$ cat config.mk
export PLATFORM = sky130hd
export DESIGN_NAME = move_controller
export DESIGN_NICKNAME = d
export VERILOG_FILES = /design/src/rtl/move_controller.sv
export SDC_FILE = /design/constraint.sdc
export NUM_CORES = 1
export LEC_CHECK = 0
export CAP_MARGIN = 10
export CORE_ASPECT_RATIO = 1.4
export CORE_MARGIN = 3
export CORE_UTILIZATION = 35
export CTS_BUF_LIST = sky130_fd_sc_hd__clkbuf_8
export DETAILED_ROUTE_END_ITERATION = 10
export PLACE_DENSITY_LB_ADDON = 0.1
export REMOVE_ABC_BUFFERS = 1
export SLEW_MARGIN = 40
export SYNTH_ARGS = -nofsm -noshare
export SYNTH_HDL_FRONTEND = slang
export SYNTH_SLANG_ARGS = --single-unit
export TNS_END_PERCENT = 1
$ cat constraint.sdc
create_clock -name clock -period 2.3 [get_ports clock]
set_input_delay 0.46 -clock clock [delete_from_list [all_inputs] [get_ports clock]]
set_output_delay 0.46 -clock clock [all_outputs]
set_load 0.1 [all_outputs]
$ cat src/rtl/move_controller.sv
// Othello turn sequencer: cursor, side to move, and the
// detect/write command sequences issued to the board store.
module move_controller #(
  parameter int unsigned DETECT_CYCLES = 10,
  parameter int unsigned WRITE_CYCLES  = 10
) (
  input  logic       clock,
  input  logic       resetn,
  input  logic       btn_left,
  input  logic       btn_right,
  input  logic       btn_up,
  input  logic       btn_down,
  input  logic       btn_place,
  input  logic       btn_pass,
  input  logic [1:0] q,
  input  logic [7:0] dir,
  output logic [2:0] x,
  output logic [2:0] y,
  output logic       side,
  output logic       detecten,
  output logic       writeen,
  output logic       busy,
  output logic       turn_done,
  output logic       illegal,
  output logic       game_over
);

  localparam int unsigned MAXC =
    (DETECT_CYCLES > WRITE_CYCLES) ?
    DETECT_CYCLES : WRITE_CYCLES;
  localparam int CW = (MAXC > 2) ? $clog2(MAXC) : 1;

  localparam logic [CW-1:0] DLOAD =
    CW'(DETECT_CYCLES - 1);
  localparam logic [CW-1:0] WLOAD =
    CW'(WRITE_CYCLES - 1);
  localparam logic [CW-1:0] CONE = CW'(1);

  typedef enum logic [2:0] {
    S_IDLE,
    S_DETECT,
    S_EVAL,
    S_WRITE,
    S_DONE
  } state_e;

  // Button bit order: place, pass, up, down, left, right
  localparam int B_RIGHT = 0;
  localparam int B_LEFT  = 1;
  localparam int B_DOWN  = 2;
  localparam int B_UP    = 3;
  localparam int B_PASS  = 4;
  localparam int B_PLACE = 5;

  state_e        state_q, state_d;
  logic [CW-1:0] cnt_q, cnt_d;
  logic [2:0]    x_q, x_d;
  logic [2:0]    y_q, y_d;
  logic          side_q, side_d;
  logic [1:0]    pass_q, pass_d;
  logic          gover_q, gover_d;
  logic          det_q, det_d;
  logic          wr_q, wr_d;
  logic          busy_q;
  logic          done_q, done_d;
  logic          ill_q, ill_d;
  logic [5:0]    prev_q;

  logic [5:0] btn_w;
  logic [5:0] ev;
  logic       idle;

  assign btn_w = {btn_place, btn_pass, btn_up,
                  btn_down, btn_left, btn_right};
  assign idle  = (state_q == S_IDLE);
  // Events seen outside IDLE are dropped, never queued
  assign ev    = btn_w & ~prev_q & {6{idle}};

  always_comb begin
    state_d = state_q;
    cnt_d   = cnt_q;
    x_d     = x_q;
    y_d     = y_q;
    side_d  = side_q;
    pass_d  = pass_q;
    gover_d = gover_q;
    det_d   = 1'b0;
    wr_d    = 1'b0;
    done_d  = 1'b0;
    ill_d   = 1'b0;
    unique case (state_q)
      S_IDLE: begin
        if (ev[B_PLACE] && !gover_q) begin
          if (q[1]) begin
            ill_d = 1'b1;
          end else begin
            state_d = S_DETECT;
            cnt_d   = DLOAD;
            det_d   = 1'b1;
          end
        end else if (ev[B_PASS] && !gover_q) begin
          side_d = ~side_q;
          if (pass_q != 2'd2)
            pass_d = pass_q + 2'd1;
          if (pass_q == 2'd1)
            gover_d = 1'b1;
        end else begin
          if (ev[B_RIGHT] && !ev[B_LEFT])
            x_d = x_q + 3'd1;
          else if (ev[B_LEFT] && !ev[B_RIGHT])
            x_d = x_q - 3'd1;
          if (ev[B_DOWN] && !ev[B_UP])
            y_d = y_q + 3'd1;
          else if (ev[B_UP] && !ev[B_DOWN])
            y_d = y_q - 3'd1;
        end
      end
      S_DETECT: begin
        if (cnt_q == '0) begin
          state_d = S_EVAL;
        end else begin
          cnt_d = cnt_q - CONE;
          det_d = 1'b1;
        end
      end
      S_EVAL: begin
        if (|dir) begin
          state_d = S_WRITE;
          cnt_d   = WLOAD;
          wr_d    = 1'b1;
        end else begin
          state_d = S_IDLE;
          ill_d   = 1'b1;
        end
      end
      S_WRITE: begin
        if (cnt_q == '0) begin
          state_d = S_DONE;
          done_d  = 1'b1;
        end else begin
          cnt_d = cnt_q - CONE;
          wr_d  = 1'b1;
        end
      end
      S_DONE: begin
        state_d = S_IDLE;
        side_d  = ~side_q;
        pass_d  = 2'd0;
      end
      default: begin
        state_d = S_IDLE;
      end
    endcase
  end

  always_ff @(posedge clock) begin
    if (!resetn) begin
      state_q <= S_IDLE;
      cnt_q   <= '0;
      x_q     <= 3'd0;
      y_q     <= 3'd0;
      side_q  <= 1'b0;
      pass_q  <= 2'd0;
      gover_q <= 1'b0;
      det_q   <= 1'b0;
      wr_q    <= 1'b0;
      busy_q  <= 1'b0;
      done_q  <= 1'b0;
      ill_q   <= 1'b0;
      prev_q  <= 6'd0;
    end else begin
      state_q <= state_d;
      cnt_q   <= cnt_d;
      x_q     <= x_d;
      y_q     <= y_d;
      side_q  <= side_d;
      pass_q  <= pass_d;
      gover_q <= gover_d;
      det_q   <= det_d;
      wr_q    <= wr_d;
      busy_q  <= (state_d != S_IDLE);
      done_q  <= done_d;
      ill_q   <= ill_d;
      prev_q  <= btn_w;
    end
  end

  assign x         = x_q;
  assign y         = y_q;
  assign side      = side_q;
  assign detecten  = det_q;
  assign writeen   = wr_q;
  assign busy      = busy_q;
  assign turn_done = done_q;
  assign illegal   = ill_q;
  assign game_over = gover_q;

endmodule

# After elaboration in Yosys (flattened, before gate mapping)
# Index checks and enable logic that the tools add are counted.
# word_totals
regBits	28
latch_bits	0
ram_bits	0
rom_bits	0
out_inout_bits	13
wordCells	98
memories	0
# classes
addsub	6
n_mul	0
n_div	0
order_cmp	0
n_eq_ne	13
shift	0
n_mux	33
bitwise	6
reduce_logical	27
# ops
op	n
3-bit 2-to-1 mux	8
4-bit 2-to-1 mux	4
4-bit AND reduction	4
6-bit AND	2
3-bit one-hot mux with 4 select lines	1
4-bit one-hot mux with 3 select lines	1
1-bit 2-to-1 mux	10
2-bit inequality test, second input constant	5
2-bit 2-to-1 mux	4
1-bit one-hot mux with 2 select lines	4
8-bit OR reduction	1
3-bit by 1-bit adder with 3-bit output, second input constant	2
3-bit by 2-bit == test with 1-bit output, second input constant	2
1-bit logical AND	6
2-bit by 1-bit inequality test with 1-bit output, second input constant	3
6-bit inverter	1
2-bit nonzero test	3
3-bit nonzero test	2
3-bit by 1-bit subtractor with 3-bit output, second input constant	2
1-bit zero test	5
5-bit AND reduction	1
4-bit zero test	1
2-bit one-hot mux with 2 select lines	1
4-bit by 1-bit subtractor with 4-bit output, second input constant	1
9 further kinds	11

# Depth between registers and ports, before layout
# Gate-level depths: netlist of the first run.
# logic_depth
word_depth	7
ltp_mapped	9

# Worst setup path after synthesis of the first run
# Ideal clock, no wire load.
# synth_timing
path_type	register -> register
from	reg state_q[2]
to	reg x_q[1] (netlist: x[1])
t_arrival_ps	1991
t_required_ps	2172
slack_ps	182
path_stages_with_launch	8
synth_period_minus_slack_ps	2118
cell_sequence	dfxtp_1 > clkbuf_1 > nor3_1 > nand3b_1 > ha_1 > nor4_2 > mux2i_1 > nor2_1
# synth_via
elab_chain_cells	6
# synth_lines
item	line	text
start: declaration	55	state_e state_q, state_d;
start signal: assignment	172	state_q <= state_d;
3-bit zero test (*)	75, 91	
6-bit AND	77	assign ev = btn_w & ~prev_q & {6{idle}};
1-bit zero test, on equally long branches	108, 110	
1-bit logical AND, on equally long branches	108, 110	
2-bit nonzero test (no line)	-	
4-bit AND reduction (no line)	-	
end signal: assignment	160	x_q <= 3'd0;
end signal: assignment	174	x_q <= x_d;
end: declaration	57	logic [2:0] x_q, x_d;
# Every way passes the cells marked *; elsewhere a longest branch is shown, timed or not.
# A chain may end at the register's enable or synchronous reset.

# Worst setup path after layout of the first run
# layout_timing
from	reg state_q[2]
to	reg y_q[2] (netlist: y[2])
# layout_via
elab_chain_cells	6
# layout_lines
item	line	text
3-bit zero test (*)	75, 91	
6-bit AND	77	
1-bit zero test, on equally long branches	112, 114	
1-bit logical AND, on equally long branches	112, 114	
2-bit nonzero test (no line)	-	
4-bit AND reduction (no line)	-	
end signal: assignment	175	y_q <= y_d;
end: declaration	58	logic [2:0] y_q, y_d;
# Marks and branches as above.

==> results of run 1 <==
## sequential cells by signal, summed over array words and instances, names as in the netlist
register / cells
x: 3
prev_q: 6
side: 1
game_over: 1
cnt_q: 4
writeen: 1
state_q: 3
illegal: 1
busy: 1
pass_q: 2
turn_done: 1
detecten: 1
y: 3
## cells in the mapped netlist, drive strengths merged
cell type	count
a21oi	9
and2	6
nor4b	1
a31oi	1
and4bb	1
nand3	5
nor2b	2
ha	6
a311oi	1
o21a	3
o32ai	1
or3	1
dfxtp	28
inv	10
nand3b	3
and3	3
nor2	10
xnor2	4
nand2b	3
clkbuf	5
or4	1
and4b	1
or3b	1
nor4	4
mux2i	2
a21o	3
o31ai	2
a311o	1
nor3b	4
nand2	7
o221a	1
fa	2
o21ai	1
or4b	1
nor3	3
and3b	1
a211oi	2
nand4	2
## worst max-delay path, stage by stage, from the launching register on
cell,delay (ns)
dfxtp_1,0.32
or3_1,0.45
nor3b_1,0.24
ha_1,0.20
inv_1,0.05
fa_1,0.38
xnor2_1,0.15
a21o_1,0.18
a21oi_1,0.11
## power by group through the flow
stage	sequential, mW	clock (mW)	combinational, mW
after detailed placement	0.613	0	0.830
after floorplan	0.881	0	0.319
final	0.602	0.263	0.825
after CTS	0.602	0.278	0.833
after global placement	0.609	0	0.815
after global routing	0.610	0.293	0.896
## cells by family (layout without fill, tap and decap cells)
kind of cell	count (synthesis)	after routing	share of synthesized area, %
compound gates	25	25	13.6
xor+xnor	4	4	2.61
buf+inv	15	59	4.20
fa+ha+maj	8	8	8.59
mux	2	2	1.49
simple gates	60	60	27.6
flops	28	28	41.8
## path summary, 6_finish.rpt
kind,start,to,slack (ns),cells past startpoint
hold reg to reg,cnt_q[0]$_SDFFE_PN0P_,cnt_q[0]$_SDFFE_PN0P_,0.48,2
hold / removal,cnt_q[0]$_SDFFE_PN0P_,cnt_q[0]$_SDFFE_PN0P_,0.48,2
setup reg to reg,state_q[2]$_SDFF_PN0_,y[2]$_SDFFE_PN0P_,0.16,8
setup / recovery,state_q[2]$_SDFF_PN0_,y[2]$_SDFFE_PN0P_,0.16,8
## stage by stage
stage,hold slack (ns),setup TNS (ns),area (µm²),setup WS [ns]
after floorplan,0.445,0,1320,0.136
after global placement,0.466,0,1760,0.0265
after detailed placement,0.462,0,1760,0.0164
after CTS,0.476,0,1800,0.142
after global routing,0.498,-0.0788,1800,-0.0411
final,0.478,0,1800,0.158
## per-layer routing
layer / GRT usage (%) / part of all wire [%] / wire length [µm]
met4: 6.96 / 1.9 / 55
met1: 15.9 / 43 / 1270
met2: 23.8 / 50 / 1490
met5: 0 / 0 / 0
met3: 2.28 / 4.9 / 144
## cell type report
class	instances	area share [%]
Multi-Input combinational cell	99	40.2
Sequential cell	28	31.1
Timing Repair Buffer	46	21.4
Tap cell	42	2.92
Clock buffer	3	2.29
Inverter	10	2.08
==> flow_summary.toml, run 1 <==
[placement]
hpwlAfterDp_um = 2330
place_congestion = 0.752
port-buffer-count = 29
dpl.cell_count = 225

[global_route]
grt_max_degree = 15
grt_pass1_wl_um = 5020
grt_overflow = 0
antenna_found_initial = 0
track_usage_pct = 13.8
grt_pass1_vias = 1183

[logic_synthesis]
yosys_warnings = 0
yosysTopAreaCell = "dfxtp_1"
ys_seq_elements = 28
yosysSeqAreaShare_pct = 41.8
synth_area_mm2 = 0.00134
synth_cell_types = 40
synth_top_area_share_pct = 41.8
postSynthAreaPerCell_um2 = 9.44
ys_top_cells_by_area = "dfxtp_1 42%, ha_1 5.6%, a21oi_1 3.4%"
syn_inst = 142

[worst_hold_path]
hold_class = "flop to flop"

[power_and_ir_drop]
clkPwrFrac_pct = 15.5
p_sw_share_pct = 42.2
seqPwrFrac_pct = 35.6
ir_drop_mv = 0.548
switchingPower_mw = 0.713
p_leak_nw = 0.743
power_density_mw_per_mm2 = 938
internal_power_mw = 0.977
pwr-share-comb_pct = 48.9
p_total_mw = 1.69

[clocking]
cts_resized = 0
holdBufCountCts = 0
h-tree-depth = 1
cts_tree = "built"
cts_root_buf = "clkbuf_8"
clkTransAtPathRegs_ns = 0.09
cts_sinks = 28
clock_latency_ns = 0.27
cts_buffers = 3
cts_setup_buffers = 0
clock_path_buffers = 2

[sta]
hold_violations = 0
fmaxAchievable_mhz = 467
worstMarginPinSlew_ns = 0.431
setup_viol = 0
slew_headroom_pct = 71.2
fin_skew_ns = 0.00525
fin_crit_ns = 2.14
rsz0062_at_grt = "true"
period_share_pct = 93.1
drv_slew = 0

[routing]
first_iter_violations = 21
drt_wl_total_um = 2960
antenna_left = 0
routed_via_density = 5.10
drtPass1Iterations = 4
wl_per_cell_um = 13.0
vias = 1162
drc = 0

[floorplan]
fp.dieW_um = 58.3
die_area_mm2 = 0.00462
start_util_pct = 36.5
die_h_um = 79.2
coreArea_mm2 = 0.00368
ios = 31
core.rowCount = 26

[setup_path]
worstPathArrival_ns = 2.35
worstSetupPathType = "flop to flop"
cp-end-kind = "flop"
cp.required_ns = 2.50
path_max_fanout = 4
cp-start-kind = "flop"

[final_layout]
syn_to_final_growth_pct = 34.4
fillers = 371
stdcell_count = 228
n_antenna_cell = 0
nets = 214
final_common_cell = "buf_4"
multi_input_area_um2 = 723
drive_gt1_share_pct = 21.5
seqCellArea_um2 = 561
final_util_pct = 49.0
final_cell_mix = "30 x buf_4, 28 x dfxtp_1, 16 x clkdlybuf4s50_1, 10 x inv_1, 10 x nor2_1"

[run_status]
outcome = "finished, final reports clean"

[job]
max_cap_viol_count = 0
Note: power is estimated with default switching activity, not from simulation.
==> inputs of run 2 (changes only) <==
- CORE_UTILIZATION: 35 -> 51
- REMOVE_ABC_BUFFERS: 1 -> not set
==> flow_summary.toml, run 2 (same netlist as run 1, synthesis figures left out) <==
[run_status]
outcome = "finished, final reports clean"

[global_route]
grt_overflow = 0
grt_pass1_vias = 1276
grt_max_degree = 17
track_usage_pct = 21.1
antenna_found_initial = 0
grt_pass1_wl_um = 5360

[clocking]
cts_root_buf = "clkbuf_8"
cts_buffers = 3
holdBufCountCts = 0
h-tree-depth = 1
clkTransAtPathRegs_ns = 0.10
cts_resized = 0
clock_path_buffers = 2
cts_setup_buffers = 0
cts_sinks = 28
cts_tree = "built"
clock_latency_ns = 0.27

[sta]
fin_skew_ns = 0.00439
slew_headroom_pct = 70.3
hold_violations = 0
fmaxAchievable_mhz = 467
drv_slew = 0
rsz0062_at_grt = "false"
whs_ns = 0.492
fin_crit_ns = 2.14
setup_viol = 0
period_share_pct = 93.0
worstMarginPinSlew_ns = 0.442

[routing]
antenna_left = 0
vias = 1196
wl_per_cell_um = 14.2
drtPass1Iterations = 4
drt_wl_total_um = 3110
drc = 0
first_iter_violations = 30
routed_via_density = 5.46

[setup_path]
cp-start-kind = "flop"
regToRegStartpoint = "state_q[2]$_SDFF_PN0_"
worstSetupPathType = "flop to flop"
reg2reg_depth = 8
cp.depth = 8
path_max_fanout = 3
critical-path-top-delay-family = "simple AND/OR/NAND/NOR gates"
slowest_stage = "or3_1"
cp-end-kind = "flop"
startpoint = "state_q[2]$_SDFF_PN0_"
worst-path-buf-inv = 1
worstPathArrival_ns = 2.29
critPathMaxStageDelay_ns = 0.44
cp.required_ns = 2.46
crit_chain = "or3_1, nor3b_1, ha_1, inv_1, fa_1, xnor2_1, a21o_1, a21oi_1"

[final_layout]
nets = 212
drive_gt1_share_pct = 21.6
largest-register = "prev_q"
n_antenna_cell = 0
fillers = 198
largest_reg_flops = 6
syn_to_final_growth_pct = 35.1
largestRegisters = "prev_q: 6 flops, cnt_q: 4 flops"
final_cell_mix = "28 x dfxtp_1, 28 x buf_4, 16 x clkdlybuf4s50_1, 10 x inv_1, 10 x nor2_1"

[floorplan]
die_h_um = 66.7
die_area_mm2 = 0.00329
start_util_pct = 54.8
fp.dieW_um = 49.3
ios = 31
core.rowCount = 21
coreArea_mm2 = 0.00244

[power_and_ir_drop]
p_leak_nw = 0.749
ir_drop_mv = 0.532
p_total_mw = 1.81
power_density_mw_per_mm2 = 1000

[placement]
place_congestion = 0.877
port-buffer-count = 29
hpwlAfterDp_um = 2320

[worst_hold_path]
min_from = "cnt_q[0]$_SDFFE_PN0P_"
hold_class = "flop to flop"
min_path_cells = 2

[job]
max_cap_viol_count = 0

[logic_synthesis]
synthesis.nets = 168
==> run 2: path summary, 6_finish.rpt <==
| kind | end | slack [ns] |
|---|---|---|
| setup / recovery | x[2]$_SDFFE_PN0P_ | 0.16 |
| hold / removal | cnt_q[0]$_SDFFE_PN0P_ | 0.49 |
| setup reg to reg | x[2]$_SDFFE_PN0P_ | 0.16 |
| hold reg to reg | cnt_q[0]$_SDFFE_PN0P_ | 0.49 |
==> run 2: metrics by stage <==
stage               cells  setup TNS (ns)  setup slack [ns]  util (%)  cell area [µm²]
floorplan             142               0             0.182         -             1340
global placement      215               0            0.0347      71.0             1730
detailed placement    215         -0.0748           -0.0592      71.0             1730
CTS                   219               0            0.0772      73.9             1810
global route          219               0            0.0275      74.1             1810
finish                219               0             0.160      74.1             1810
==> run 2: layer usage <==
| metal | track usage (%) | share of wire, % |
|---|---|---|
| met3 | 1.79 | 4.0 |
| met5 | 0 | 0 |
| met1 | 21.8 | 39 |
| met4 | 10.3 | 1.3 |
| met2 | 41.8 | 55 |
==> run 2: worst register-to-register path, cell delays in order, from the launching register on <==
cell	delay [ns]
dfxtp_1	0.32
or3_1	0.44
nor3b_1	0.23
ha_1	0.19
inv_1	0.06
fa_1	0.38
xnor2_1	0.20
a21o_1	0.14
a21oi_1	0.05
==> run 2: layout make-up <==
cell class | instances | area (µm²) | share of cell area, %
clock buffer | 3 | 41.3 | 2.28
clock inverter | 1 | 30.0 | 1.66
inverter | 10 | 37.5 | 2.07
multi-input combinational | 99 | 728 | 40.2
sequential | 28 | 561 | 31.0
tap | 34 | 42.5 | 2.35
timing repair buffer | 44 | 370 | 20.5
==> run 2: report_power, final <==
part	total (mW)	switching (mW)	internal, mW
registers	0.602	0.0477	0.555
clock network	0.385	0.152	0.233
logic	0.827	0.528	0.299
==> patch 1 (flow settings as in run 1) <==
Make the reset (`resetn`) asynchronous in one clocked block.
--- a/src/rtl/move_controller.sv
+++ b/src/rtl/move_controller.sv
@@ -155,3 +155,3 @@
 
-  always_ff @(posedge clock) begin
+  always_ff @(posedge clock or negedge resetn) begin
     if (!resetn) begin
Formal check against the unedited RTL: differs if resetn is asserted again (counterexample within 4 cycles, from zero or initial values and one cycle with resetn low); with resetn held inactive, the same outputs for 10 cycles.
==> patch 1 against run 1 <==
  * Critical path depth did not move
  * Count of clock-buffer cells in the layout rose by 1
  * Sequential cell count did not move
  * Die area rose by 6.1%
  * Fmax rose by 0.30%
  * Worst setup slack improved by 0.0065 ns
  * Wire length rose by 0.41%
  * Global-route usage fell by 0.37 points
  * Final area rose by 5.3%
  * Via count fell by 6.9%
  * Synthesized area rose by 6.7%
Power is not compared: it rests on default switching activity, and its combinational part moved more than twofold at a synthesized area within 25%.
==> patch 1: results (changes against run 1) <==
----------------------------------------------------
[Critical path]
  Startpoint of the lowest-slack register-to-register path ... state_q[2] (unchanged)
  Critical path data arrival time ... 2.30 ns (was 2.35 ns)
  Endpoint of the worst setup timing path ... x[2] (was y[2])
  R2r endpoint ... x[2] (was y[2])
  CP Max Fanout ... 3 (was 4)

[CTS]
  H-tree levels ... 1 (unchanged)

[Placement]
  Post-Place Setup Slack ... -0.001015 ns (was 0.01639 ns)
  Routability cong. ... 0.7244 (was 0.7522)
  Placed instance area ... 1831 sq um (was 1759 sq um)
  Post-detailed-placement half-perimeter wirelength ... 2335 microns (was 2332 microns)

[Routing]
  DR WL met2 ... 1631 microns (was 1485 microns)
  Wirelength, routed ... 2967 microns (was 2955 microns)
  Number of vias per cell after detailed routing ... 5.152 (was 5.096)
  Number of DRC violations after detailed-routing iteration 0 ... 32 (was 21)
  Met1 Wirelength ... 1197 microns (was 1270 microns)
  Routed wire length on met3 ... 113 microns (was 144 microns)

[Layout]
  Ratio of cells with drive above 1 in the final layout ... 26.19% (was 21.51%)
  NumNets Final ... 194 (was 214)

[Global route]
  Number of antenna violations at the first check in global routing ... 0 (unchanged)
  Aggregate global-route resource usage ... 13.43% (was 13.79%)
  First-pass GRT wire length ... 5030 microns (was 5023 microns)
  Met2 Usage GRT ... 25.22% (was 23.83%)
  M1 GR Usage ... 14.83% (was 15.92%)
  Pin count of the biggest net entering global routing ... 29 (was 15)
  Number of global-route vias before repair ... 1134 (was 1183)

[Logic synthesis]
  Main flop type after synthesis ... sky130_fd_sc_hd__dfrtp_1 (was sky130_fd_sc_hd__dfxtp_1)
  Proportion of synthesized chip area in sequential cells ... 48.99% (was 41.83%)
  Post-synthesis async set-or-reset flop share ... 100.0% (was 0%)
  Cells taking the most area after synthesis ... sky130_fd_sc_hd__dfrtp_1 (49%), sky130_fd_sc_hd__ha_1 (4.4%), sky130_fd_sc_hd__xnor2_1 (3.1%), sky130_fd_sc_hd__nor4_4 (3.0%), sky130_fd_sc_hd__fa_1 (2.8%) (was sky130_fd_sc_hd__dfxtp_1 (42%), sky130_fd_sc_hd__ha_1 (5.6%), sky130_fd_sc_hd__a21oi_1 (3.4%), sky130_fd_sc_hd__fa_1 (3.0%), sky130_fd_sc_hd__and2_1 (2.8%))
  Synth top cells by count ... sky130_fd_sc_hd__dfrtp_1 (28), sky130_fd_sc_hd__nand2_1 (9), sky130_fd_sc_hd__nor2_1 (8) (was sky130_fd_sc_hd__dfxtp_1 (28), sky130_fd_sc_hd__inv_1 (10), sky130_fd_sc_hd__nor2_1 (10))

[Timing]
  Minimum hold slack ... 0.4765 ns (was 0.4785 ns)
  Skew final ... 0.001581 ns (was 0.005254 ns)
  Slew HR ... 75.49% (was 71.20%)
  Highest clock frequency the design can meet ... 468.2 MHz (was 466.8 MHz)

[Status]
  Status ... complete, no violations (unchanged)

[Hold path]
  Hold path cells ... 1 (was 2)

----------------------------------------------------
[patch 1: stage by stage]
step / utilization (%) / std cells
floorplan: - / 119
global placement: 48.51 / 206
detailed placement: 48.51 / 206
CTS: 49.97 / 210
global route: 50.23 / 210
finish: 50.23 / 210
[patch 1: cells by family after synthesis]
| group | share of synthesized area [%] |
|---|---|
| multiplexers | 4.462 |
| buffers and inverters | 3.937 |
| XOR/XNOR | 4.900 |
| AO/OA/AOI/OAI | 11.46 |
| adder cells (fa/ha/maj) | 7.174 |
| flip-flops | 48.99 |
| AND/OR/NAND/NOR | 19.07 |
[patch 1: area by class of cell]
class | count | area (sq um)
clock buffers | 4 | 55.05
fillers | 366 | 1878
inverters | 7 | 26.28
multi-input cells | 84 | 683.2
flip-flops and latches | 28 | 700.7
well taps | 42 | 52.55
repair buffers | 45 | 377.9
[patch 1: critical path, cell delays in order (launching register included)]
cell,delay [ns]
sky130_fd_sc_hd__dfrtp_1,0.41
sky130_fd_sc_hd__or3_4,0.42
sky130_fd_sc_hd__nor3b_2,0.18
sky130_fd_sc_hd__ha_1,0.21
sky130_fd_sc_hd__inv_1,0.06
sky130_fd_sc_hd__fa_1,0.38
sky130_fd_sc_hd__xnor2_1,0.15
sky130_fd_sc_hd__nand2_1,0.08
sky130_fd_sc_hd__xnor2_1,0.14
[patch 1: timing repair]
| item | in CTS | in global routing |
|---|---|---|
| hold buffers | 0 | 0 |
| gates resized for setup | 0 | 2 |
| setup endpoints to repair | 0 | 3 |
[patch 1: power breakdown]
group          switching (W)  internal, W
combinational        0.00114     0.000525
sequential          0.000138     0.000654
clock               0.000148     0.000153
total                0.00142      0.00133
==> patch 2 (settings of run 1) <==
Made on the original files. Set the parameter `WRITE_CYCLES` to 12 (it was 10).
--- a/src/rtl/move_controller.sv
+++ b/src/rtl/move_controller.sv
@@ -4,3 +4,3 @@
   parameter int unsigned DETECT_CYCLES = 10,
-  parameter int unsigned WRITE_CYCLES  = 10
+  parameter int unsigned WRITE_CYCLES  = 12
 ) (
Check against the original RTL: same outputs for any inputs over 10 cycles, from zero or initial values and one cycle with resetn low; that may be too few to reach the edited logic, so the function may still have changed.
==> patch 2 against run 1 <==
  * Power rose by 2.5%
  * Final area up 2.2%
  * Sequential cell count unchanged
  * Worst setup slack got worse by 0.0063 ns
  * Wire length grew 7.4%
  * Synthesized area rose by 3.4%
  * Critical path depth unchanged
==> patch 2: results (changes against run 1) <==
----------------------------------------------------
[Status]
  Status ... complete, no violations (unchanged)

[Power and ir drop]
  Peak supply drop ... 480.5 uV (was 548.0 uV)
  Leakage power summed over all cells ... 0.7467 nW (was 0.7428 nW)
  Combinational-cell power consumption ... 0.000865 W (was 0.000825 W)
  Seq pwr ... 0.000605 W
  Reported net switching power ... 0.0007412 W (was 0.0007131 W)

[Logic synthesis]
  Parity-gate share of the synthesized area counting xor and xnor cells ... 3.162% (was 2.614%)
  Number of distinct library cells after synthesis ... 40 (unchanged)
  Share of cell area taken by muxes after synthesis ... 1.445% (was 1.494%)
  Adder-cell share of the synthesized area ... 8.311% (was 8.590%)
  Proportion of synthesized chip area in sequential cells ... 40.47% (was 41.83%)
  Syn Area/Cell ... 9.754 sq um (was 9.437 sq um)
  YS warnings ... 0 (unchanged)
  Cells taking the most area after synthesis ... sky130_fd_sc_hd__dfxtp_1 (40%), sky130_fd_sc_hd__ha_1 (5.4%), sky130_fd_sc_hd__inv_1 (3.5%), sky130_fd_sc_hd__xnor2_1 (3.2%), sky130_fd_sc_hd__nor4_4 (3.1%) (was sky130_fd_sc_hd__dfxtp_1 (42%), sky130_fd_sc_hd__ha_1 (5.6%), sky130_fd_sc_hd__a21oi_1 (3.4%), sky130_fd_sc_hd__fa_1 (3.0%), sky130_fd_sc_hd__and2_1 (2.8%))
  Synth top cells by count ... sky130_fd_sc_hd__dfxtp_1 (28), sky130_fd_sc_hd__inv_1 (13), sky130_fd_sc_hd__nor2_1 (9) (was sky130_fd_sc_hd__dfxtp_1 (28), sky130_fd_sc_hd__inv_1 (10), sky130_fd_sc_hd__nor2_1 (10))
  Post-synthesis async set-or-reset flop share ... 0% (unchanged)
  Area fraction in compound gates after synthesis ... 14.18% (was 13.63%)

[Placement]
  Routability cong. ... 0.7770 (was 0.7522)
  Placed instance area ... 1779 sq um (was 1759 sq um)
  Post-detailed-placement half-perimeter wirelength ... 2506 microns (was 2332 microns)
  Post-Place Setup Slack ... -0.02777 ns (was 0.01639 ns)

[CTS]
  Number of buffers on the longest clock path ... 2 (unchanged)
  Later-pin clock latency in the skew report ... 0.27 ns (about the same)

[Layout]
  Ratio of cells with drive above 1 in the final layout ... 23.63% (was 21.51%)
  Non-filler instance count after layout ... 224 (was 228)
  NumNets Final ... 210 (was 214)

[Routing]
  Number of DRC violations after detailed-routing iteration 0 ... 36 (was 21)
  Wirelength, routed ... 3174 microns (was 2955 microns)
  Number of vias per cell after detailed routing ... 5.174 (was 5.096)

[Critical path]
  CP Max Fanout ... 4 (unchanged)
  Critical path data arrival time ... 2.35 ns (about the same)

[Global route]
  Number of antenna violations at the first check in global routing ... 0 (unchanged)
  First-pass GRT wire length ... 5485 microns (was 5023 microns)
  Pin count of the biggest net entering global routing ... 17 (was 15)
  Number of global-route vias before repair ... 1218 (was 1183)
  Aggregate global-route resource usage ... 14.80% (was 13.79%)

[Timing]
  Skew final ... 0.002014 ns (was 0.005254 ns)
  Slew at the pin closest to its max-slew limit ... 0.4697 ns (was 0.4315 ns)

[Flow run]
  Maxcap violations ... 0 (unchanged)

----------------------------------------------------
## patch 2: changes by cell type in the layout (fill, tap and decap cells not counted), moves of 3 or more
cell	delta
sky130_fd_sc_hd__nor3b_2	+3
sky130_fd_sc_hd__nand2_1	-5
sky130_fd_sc_hd__and3_1	-3
sky130_fd_sc_hd__nor3_1	+3
sky130_fd_sc_hd__o21a_1	-3
sky130_fd_sc_hd__inv_1	+3
sky130_fd_sc_hd__a32o_1	+3
sky130_fd_sc_hd__a21oi_1	-3
## patch 2: worst max-delay path, stage by stage, from the launching register on
cell	delay [ns]
sky130_fd_sc_hd__dfxtp_1	0.34
sky130_fd_sc_hd__or3_4	0.43
sky130_fd_sc_hd__nor3b_2	0.19
sky130_fd_sc_hd__ha_2	0.23
sky130_fd_sc_hd__inv_1	0.06
sky130_fd_sc_hd__fa_1	0.40
sky130_fd_sc_hd__xnor2_2	0.15
sky130_fd_sc_hd__a21o_1	0.18
sky130_fd_sc_hd__a21oi_1	0.11
## patch 2: path summary, 6_finish.rpt
| kind | to | depth (start not counted) | slack, ns | from |
|---|---|---|---|---|
| worst max register to register | x[2] | 8 | 0.15 | state_q[2] |
| worst max-delay path | x[2] | 8 | 0.15 | state_q[2] |
| worst min register to register | side | 2 | 0.49 | side |
| worst min-delay path | side | 2 | 0.49 | side |
## patch 2: metal layers
layer  GRT usage, %  wire, microns
met5              0              0
met1          16.72           1325
met3          2.412            100
met2          26.66           1689
met4          6.122             59
## patch 2: timing repair
action	in CTS	in global routing
resized for setup	0	4
setup endpoints to repair	0	3
buffers inserted	0	0
endpoints found under the hold margin	0	0
## patch 2: cell type report
type                    instances  area, sq um
multi-input cells              94        767.0
flip-flops and latches         28        560.5
inverters                      13        48.80
fillers                       362         1901
repair buffers                 44        370.4
clock buffers                   3        41.29
well taps                      42        52.55
